File: src/rtl/i2c_master_arbiter.sv
// Round-robin arbiter and sequencer sharing one I2C master among NUM_REQ clients.
// Optional launch/busy watchdog enabled by defining I2C_ARB_WATCHDOG_EN.
module i2c_master_arbiter #(
  parameter int NUM_REQ        = 4,
  parameter int GAP_CYCLES     = 8,
  parameter int LAUNCH_TIMEOUT = 64,
  parameter int BUSY_TIMEOUT   = 4096
) (
  input  logic               clk,
  input  logic               rst,
  input  logic [NUM_REQ-1:0] req,
  input  logic [NUM_REQ-1:0] req_rw,
  output logic [NUM_REQ-1:0] grant,
  output logic [NUM_REQ-1:0] done,
  output logic               err,
  output logic               m_enable,
  output logic               m_rw,
  input  logic               m_ready
);

  typedef enum logic [2:0] {
    IDLE, LAUNCH, BUSY, DONE, GAP
  } state_t;

  localparam int PW = (NUM_REQ > 1) ? $clog2(NUM_REQ) : 1;
  localparam logic [PW:0] NR = (PW+1)'(NUM_REQ);
  localparam int GW = (GAP_CYCLES > 2) ? $clog2(GAP_CYCLES) : 1;
  localparam logic [GW-1:0] GAP_LAST =
    GW'((GAP_CYCLES > 2) ? GAP_CYCLES - 2 : 0);
  localparam bit USE_GAP = (GAP_CYCLES >= 2);

  state_t             state_q, state_d;
  logic [PW-1:0]      ptr_q, ptr_d;
  logic [NUM_REQ-1:0] grant_q, grant_d;
  logic [NUM_REQ-1:0] done_q, done_d;
  logic               err_q, err_d;
  logic               men_q, men_d;
  logic               mrw_q, mrw_d;
  logic [GW-1:0]      gap_q, gap_d;

  logic               found;
  logic [PW-1:0]      pick;
  logic [PW:0]        idx;
  logic [PW:0]        pick_inc;
  logic [PW-1:0]      ptr_inc;
  logic [NUM_REQ-1:0] pick_oh;
  logic               launch_to;
  logic               busy_to;

  // First requester at or above the pointer, wrapping around.
  always_comb begin
    found = 1'b0;
    pick  = '0;
    idx   = '0;
    for (int k = 0; k < NUM_REQ; k++) begin
      idx = {1'b0, ptr_q} + (PW+1)'(k);
      if (idx >= NR) idx = idx - NR;
      if (!found && req[idx[PW-1:0]]) begin
        found = 1'b1;
        pick  = idx[PW-1:0];
      end
    end
  end

  always_comb begin
    pick_oh       = '0;
    pick_oh[pick] = 1'b1;
    pick_inc      = {1'b0, pick} + (PW+1)'(1);
    ptr_inc       = (pick_inc == NR) ? '0 : pick_inc[PW-1:0];
  end

`ifdef I2C_ARB_WATCHDOG_EN
  localparam logic [15:0] LTO = 16'(LAUNCH_TIMEOUT);
  localparam logic [15:0] BTO = 16'(BUSY_TIMEOUT);
  logic [15:0] wd_q;

  always_ff @(posedge clk) begin
    if (rst) begin
      wd_q <= '0;
    end else if (state_d != state_q) begin
      wd_q <= '0;
    end else if (state_q == LAUNCH || state_q == BUSY) begin
      wd_q <= wd_q + 16'd1;
    end
  end

  assign launch_to = (state_q == LAUNCH) && (wd_q >= LTO);
  assign busy_to   = (state_q == BUSY) && (wd_q >= BTO);
`else
  logic [31:0] unused_to;
  assign unused_to = 32'(LAUNCH_TIMEOUT) ^ 32'(BUSY_TIMEOUT);
  assign launch_to = 1'b0;
  assign busy_to   = 1'b0;
`endif

  always_comb begin
    state_d = state_q;
    ptr_d   = ptr_q;
    grant_d = grant_q;
    done_d  = '0;
    err_d   = 1'b0;
    men_d   = men_q;
    mrw_d   = mrw_q;
    gap_d   = gap_q;
    unique case (state_q)
      IDLE: begin
        if (m_ready && found) begin
          grant_d = pick_oh;
          mrw_d   = req_rw[pick];
          men_d   = 1'b1;
          ptr_d   = ptr_inc;
          state_d = LAUNCH;
        end
      end
      LAUNCH: begin
        if (!m_ready) begin
          men_d   = 1'b0;
          state_d = BUSY;
        end else if (launch_to) begin
          men_d   = 1'b0;
          done_d  = grant_q;
          err_d   = 1'b1;
          grant_d = '0;
          state_d = DONE;
        end
      end
      BUSY: begin
        if (m_ready || busy_to) begin
          done_d  = grant_q;
          err_d   = !m_ready;
          men_d   = 1'b0;
          grant_d = '0;
          state_d = DONE;
        end
      end
      DONE: begin
        gap_d   = '0;
        state_d = USE_GAP ? GAP : IDLE;
      end
      GAP: begin
        // DONE and the IDLE decision cycle complete the idle gap.
        gap_d = gap_q + GW'(1);
        if (gap_q == GAP_LAST) state_d = IDLE;
      end
      default: state_d = IDLE;
    endcase
  end

  always_ff @(posedge clk) begin
    if (rst) begin
      state_q <= IDLE;
      ptr_q   <= '0;
      grant_q <= '0;
      done_q  <= '0;
      err_q   <= 1'b0;
      men_q   <= 1'b0;
      mrw_q   <= 1'b0;
      gap_q   <= '0;
    end else begin
      state_q <= state_d;
      ptr_q   <= ptr_d;
      grant_q <= grant_d;
      done_q  <= done_d;
      err_q   <= err_d;
      men_q   <= men_d;
      mrw_q   <= mrw_d;
      gap_q   <= gap_d;
    end
  end

  assign grant    = grant_q;
  assign done     = done_q;
  assign err      = err_q;
  assign m_enable = men_q;
  assign m_rw     = mrw_q;

endmodule
File: config.mk
export PLATFORM = sky130hd
export DESIGN_NAME = i2c_master_arbiter
export DESIGN_NICKNAME = d
export VERILOG_FILES = /design/src/rtl/i2c_master_arbiter.sv
export SDC_FILE = /design/constraint.sdc
export NUM_CORES = 1
export LEC_CHECK = 0
export ABC_AREA = 1
export CAP_MARGIN = 20
export CORE_AREA = 3 3 54 56
export DETAILED_ROUTE_END_ITERATION = 12
export DIE_AREA = 0 0 57 59
export PLACE_DENSITY = 0.84
export SKIP_LAST_GASP = 1
export SLEW_MARGIN = 0
export SYNTH_ARGS = -nofsm -noshare
export SYNTH_HDL_FRONTEND = slang
export SYNTH_SLANG_ARGS = --single-unit
File: constraint.sdc
create_clock -name clk -period 1.95 [get_ports clk]
set_input_delay 0.39 -clock clk [delete_from_list [all_inputs] [get_ports clk]]
set_output_delay 0.39 -clock clk [all_outputs]
set_load 0.02 [all_outputs]
# After elaboration in Yosys (flattened, before gate mapping)
# Cells that the tools add are included.
dict set report totals {
  ff_bits 19
  latch_bits 0
  ram_bits 0
  romBits 0
  in_bits 11
  output_inout_bits 11
  wordCells 95
  n_memories 0
}
dict set report op_classes {
  addsub 9
  n_mul 0
  div_mod_pow 0
  magnitude_cmp 10
  eq_ne 10
  shifts 0
  n_mux 38
  n_bitwise 2
  reduce_logical 18
}
# operator n
set op_table {}
lappend op_table {{2-bit 2-to-1 mux} 9}
lappend op_table {{2-bit by 3-bit < comparator with 1-bit output, second input constant} 5}
lappend op_table {{3-bit one-hot mux with 5 select lines} 1}
lappend op_table {{1-bit 2-to-1 mux} 13}
lappend op_table {{3-bit 2-to-1 mux} 4}
lappend op_table {{1-bit binary-select mux with 2-bit select} 5}
lappend op_table {{3-bit == test, second input constant} 3}
lappend op_table {{3-bit greater-or-equal comparator, second input constant} 3}
lappend op_table {{4-bit 2-to-1 mux} 2}
lappend op_table {{2-bit != test, second input constant} 4}
lappend op_table {{4-bit one-hot mux with 2 select lines} 1}
lappend op_table {{4-bit AND reduction} 2}
lappend op_table {{2-bit by 1-bit subtractor with 2-bit output, second input constant} 4}
lappend op_table {{2-bit by 1-bit adder with 3-bit output, second input constant} 2}
lappend op_table {{2-bit by 2-bit adder with 3-bit output, second input constant} 2}
lappend op_table {{3-bit by 2-bit == test with 1-bit output, second input constant} 2}
lappend op_table {{3-bit one-hot mux with 2 select lines} 1}
lappend op_table {{1-bit logical AND} 5}
lappend op_table {{1-bit logical NOT} 4}
lappend op_table {{2-bit nonzero test} 2}
lappend op_table {{3-bit by 1-bit adder with 3-bit output, second input constant} 1}
lappend op_table {{3-bit by 1-bit == test with 1-bit output, second input constant} 1}
lappend op_table {{2-bit by 3-bit greater-or-equal comparator with 1-bit output, second input constant} 1}
lappend op_table {{3-bit logical NOT} 1}
lappend op_table {{8 further kinds} 9}

# Longest topological paths before layout
dict set report logic_depth {
  word_depth 20
  mapped_depth 15
  depth_no_buf 15
}

# Worst setup path after synthesis
# No wires, ideal clock.
dict set report synth_path {
  kind {register -> register}
  start {register ptr_q[0]}
  end {register ptr_q[1]}
  setup_ns 0.119
  arrival_time_ns 1.605
  required_ns 1.831
  slack_ns 0.226
  path_stages_with_launch 14
  path_buffers 1
  synth_period_minus_slack_ns 1.724
  path_cell_list {dfxtp_1 buf_6 nand2_1 nand2_1 nand2_1 nand2_1 nor2_1 nor2_1 nand2_2 nand2_2 inv_1 ha_1 o21ai_0 a21oi_1}
}
dict set report synth_via {
  elab_chain_cells 17
  word_cells_on_any_way 42
  classes_between {add/sub: 8; order compare: 4; eq/ne: 1; mux: 21; reduce/logical: 8}
}
# element line
set synth_rtl {}
lappend synth_rtl {{from (decl)} 33} ;# logic [PW-1:0] ptr_q, ptr_d;
lappend synth_rtl {{from (signal assigned)} 161} ;# ptr_q <= ptr_d;
lappend synth_rtl {{branches (longest 13 deep; another with 2-bit by 1-bit adder with 3-bit output)} n/a}
lappend synth_rtl {{2-bit 2-to-1 mux *} 58} ;# if (!found && req[idx[PW-1:0]]) begin
lappend synth_rtl {{2-bit by 1-bit adder with 3-bit output *} 68} ;# pick_inc = {1'b0, pick} + (PW+1)'(1);
lappend synth_rtl {{3-bit == test} 69} ;# ptr_inc = (pick_inc == NR) ? '0 : pick_inc[PW-1:0];
lappend synth_rtl {{2-bit 2-to-1 mux *} 69}
lappend synth_rtl {{net ptr_inc[1]} 45} ;# logic [PW-1:0] ptr_inc;
# Mark *: on every way through the listed nets, which the timed path passes. The select of a mux whose other input is x is not followed.
# A chain may end at the register's enable or synchronous reset.

# Worst setup path in the final report
# Ends and elaborated chain as after synthesis.

==> results.yml <==
outcome:
  outcome: "finished, final reports clean"
yosys:
  synth_flop_cell: "dfxtp_1"
  synth_edf_count: 0
  yosys.area.top_type_share_pct: 30.99
  synth_most_common_cell: "nand2_1"
  synth-seq-cells: 19
  async_reset_ff_share_pct: 0
  synth_top_area_cell: "dfxtp_1"
  synthCells: 177
  netlist_top_cells_area: "dfxtp_1 (31%), nand2_1 (11%), inv_1 (8.6%)"
  synth_area_mm2: 0.001227
  synth.distinct_cells: 27
  syn_avg_cell_area_um2: 6.935
  syn_nets: 194
  yosys-top-cells-count: "nand2_1 (37), inv_1 (28), dfxtp_1 (19), a21oi_1 (14)"
  ys_warn_count: 0
  seq_area_frac_synth_pct: 30.99
floorplan:
  initial_core_util_pct: 49.55
  dieArea_mm2: 0.003363
  io_pins: 22
  dieWidth_um: 57
  coreArea_mm2: 0.002477
  dieHeight_um: 59
  row_count: 18
cts:
  cts.path.max_buffers: 2
  postCtsHoldBufs: 0
  cts_buffers: 3
  clk_pin_slew_ns: 0.11
  clock_sinks: 19
  cts_tree: "yes"
  insertion_delay_ns: 0.30
  root_buffer: "clkbuf_4"
  htreeDepth: 1
cells_and_area:
  fin_cells: 248
  diodes: 0
  layout.nets: 236
  layout-drive-gt1-share_pct: 30.73
  area_delta_synth_final_pct: 35.88
  final_cell_area_mm2: 0.001668
sta:
  fin_crit_sh_pct: 94.94
  finalMaxSlewViolations: 0
  hold_violations: 0
  setup-violations-final: 0
  post-route-min-period_ns: 1.851
  fmax_mhz: 540.2
  hold_ws_ns: 0.4575
  worst_slack_ns: 0.09870
  fin_skew_ns: 0.003834
grt:
  grt_max_degree: 12
  grt_overflow: 0
  grt_pass1_vias: 1046
  antenna_found_initial: 0
  grt_pass1_wl_um: 4181
  grt_util_all_layers_pct: 15.28
critical_path:
  crit_fanout: 6
  cp_num_buf_inv: 2
  reg2regPathDepth: 12
  critPathArrivalTime_ns: 2.05
  path_common_cell: "nand2_2"
  path_class: "flop to flop"
  startpoint: "ptr_q[0]"
  crit_family: "simple AND/OR/NAND/NOR gates"
  cp_slowest_stage_delay_ns: 0.36
  slowest_stage: "dfxtp_2"
  worstSetupStartpointType: "flop"
  r2r-start: "ptr_q[0]"
  required_ns: 2.15
  cp.depth: 12
  setup.worst_path.end_class: "flop"
  path_cells: "buf_4, nand2_2, nand3_2, nand2_4, nor2_1, nor2_1, nand2_2, nand2_2, inv_1, ha_1, o21ai_1, a21oi_1"
  r2r_slack_ns: 0.1
  reg2reg_to: "ptr_q[1]"
  critPathCapture: "ptr_q[1]"
min_path:
  hp-start: "grant[3]"
  hp-class: "flop to flop"
route:
  m1WireLength_um: 1177
  wl_met2_um: 1221
  routedWlPerCell_um: 10.44
  drt-total-wl_um: 2590
  wl_met3_um: 98
  vias_per_cell: 4.863
  drc_errors: 0
  ant_nets: 0
  top_layer_used: "met4"
  drtIter0Drc: 34
  via_count: 1206
  dr.pass1.iters: 4
power:
  power.switching_mw: 1.016
  swShare_pct: 45.23
  internal-power_mw: 1.231
  p_total_mw: 2.247
  combPwrFrac_pct: 68.8
  p_seq_share_pct: 22.3
  p_per_area_mw_per_mm2: 1347
  power_frac_clock_pct: 9.0
  total_leakage_power_nw: 0.8321
  ir_drop_mv: 0.7677
placement:
  place_area_mm2: 0.001577
  dp_slack_ns: -0.3631
  gp_routability_congestion: 0.9148
  dp_hpwl_um: 1966
  port_buffers: 21
  placed_cells: 241
flow_run:
  maxCapViolCount: 0
==> cells in the final DEF (no fill, tap or decap), types with 2 or more instances in the layout <==
cell,n
a21oi_1,11
a21oi_2,3
buf_4,19
clkbuf_4,3
clkdlybuf4s50_1,17
dfxtp_1,17
dfxtp_2,2
dlymetal6s2s_1,4
ha_1,6
inv_1,24
inv_2,8
nand2_1,33
nand2_2,14
nand2_4,4
nand3_1,12
nand3_2,4
nand3b_1,3
nand4_1,2
nor2_1,12
nor3_1,3
nor3_2,4
o21ai_1,2
or2_2,2
==> power by group through the flow <==
stage               registers [mW]  logic (mW)  clock network [mW]
CTS                          0.495        1.43               0.208
finish                       0.500        1.54               0.202
global placement             0.504        1.37                   0
global route                 0.509        1.69               0.221
floorplan                    0.550       0.849                   0
detailed placement           0.501        1.41                   0
==> worst register-to-register path, cell delays in order (launching register included) <==
cell and delay (ns):
dfxtp_2 0.36, buf_4 0.16, nand2_2 0.08, nand3_2 0.10, nand2_4 0.14, nor2_1 0.06
nor2_1 0.13, nand2_2 0.08, nand2_2 0.07, inv_1 0.07, ha_1 0.29, o21ai_1 0.15
a21oi_1 0.06
==> worst min path at each step <==
stage | end | slack, ns | cells after the start
after floorplan | gap_q[2] | 0.43 | 1
after global placement | done[1] | 0.44 | 2
after detailed placement | done[3] | 0.44 | 2
after CTS | done[3] | 0.46 | 2
after global routing | done[3] | 0.47 | 2
final | done[3] | 0.46 | 2
==> registers in the layout (all words and copies together) (netlist names) <==
name / flops
gap_q: 3
ptr_q: 2
m_enable: 1
m_rw: 1
err: 1
state_q: 3
done: 4
grant: 4
==> cell families (layout without fill, tap and decap cells) <==
family	count (synthesis)	in the layout	synth area share, %
AO/OA/AOI/OAI	21	21	9.481
adder cells (fa/ha/maj)	6	6	6.116
buffers and inverters	36	77	11.62
flip-flops	19	19	30.99
other	1	1	0.3055
AND/OR/NAND/NOR	94	94	41.49
==> stage by stage <==
step / utilization (%) / TNS, ns
2_1_floorplan: - / 0
3_3_place_gp: 63.64 / -1.251
3_5_place_dp: 63.64 / -1.607
4_1_cts: 64.75 / 0
5_1_grt: 67.32 / -0.01516
6_report: 67.32 / 0
==> timing repair <==
item / CTS / global route
buffers inserted: 0 / 3
gates resized for setup: 1 / 19
pin swaps: 0 / 5
setup endpoints to repair: 1 / 5
endpoints found under the hold margin: 0 / 0
==> layer usage <==
layer | GRT usage, % | vias to the layer above
li1 | - | 642
met1 | 18.83 | 524
met2 | 26.26 | 31
met3 | 2.179 | 9
met4 | 7.285 | 0
met5 | 0 | -
==> layout make-up <==
type                       count  area [um2]
clock buffer                   3       22.52
clock inverter                 1       5.005
fill                         208       809.5
inverter                      33       126.4
multi-input combinational    122       730.7
sequential                    19       382.9
tap                           30       37.54
timing repair buffer          40       362.8
(Power assumes the default switching activity.)
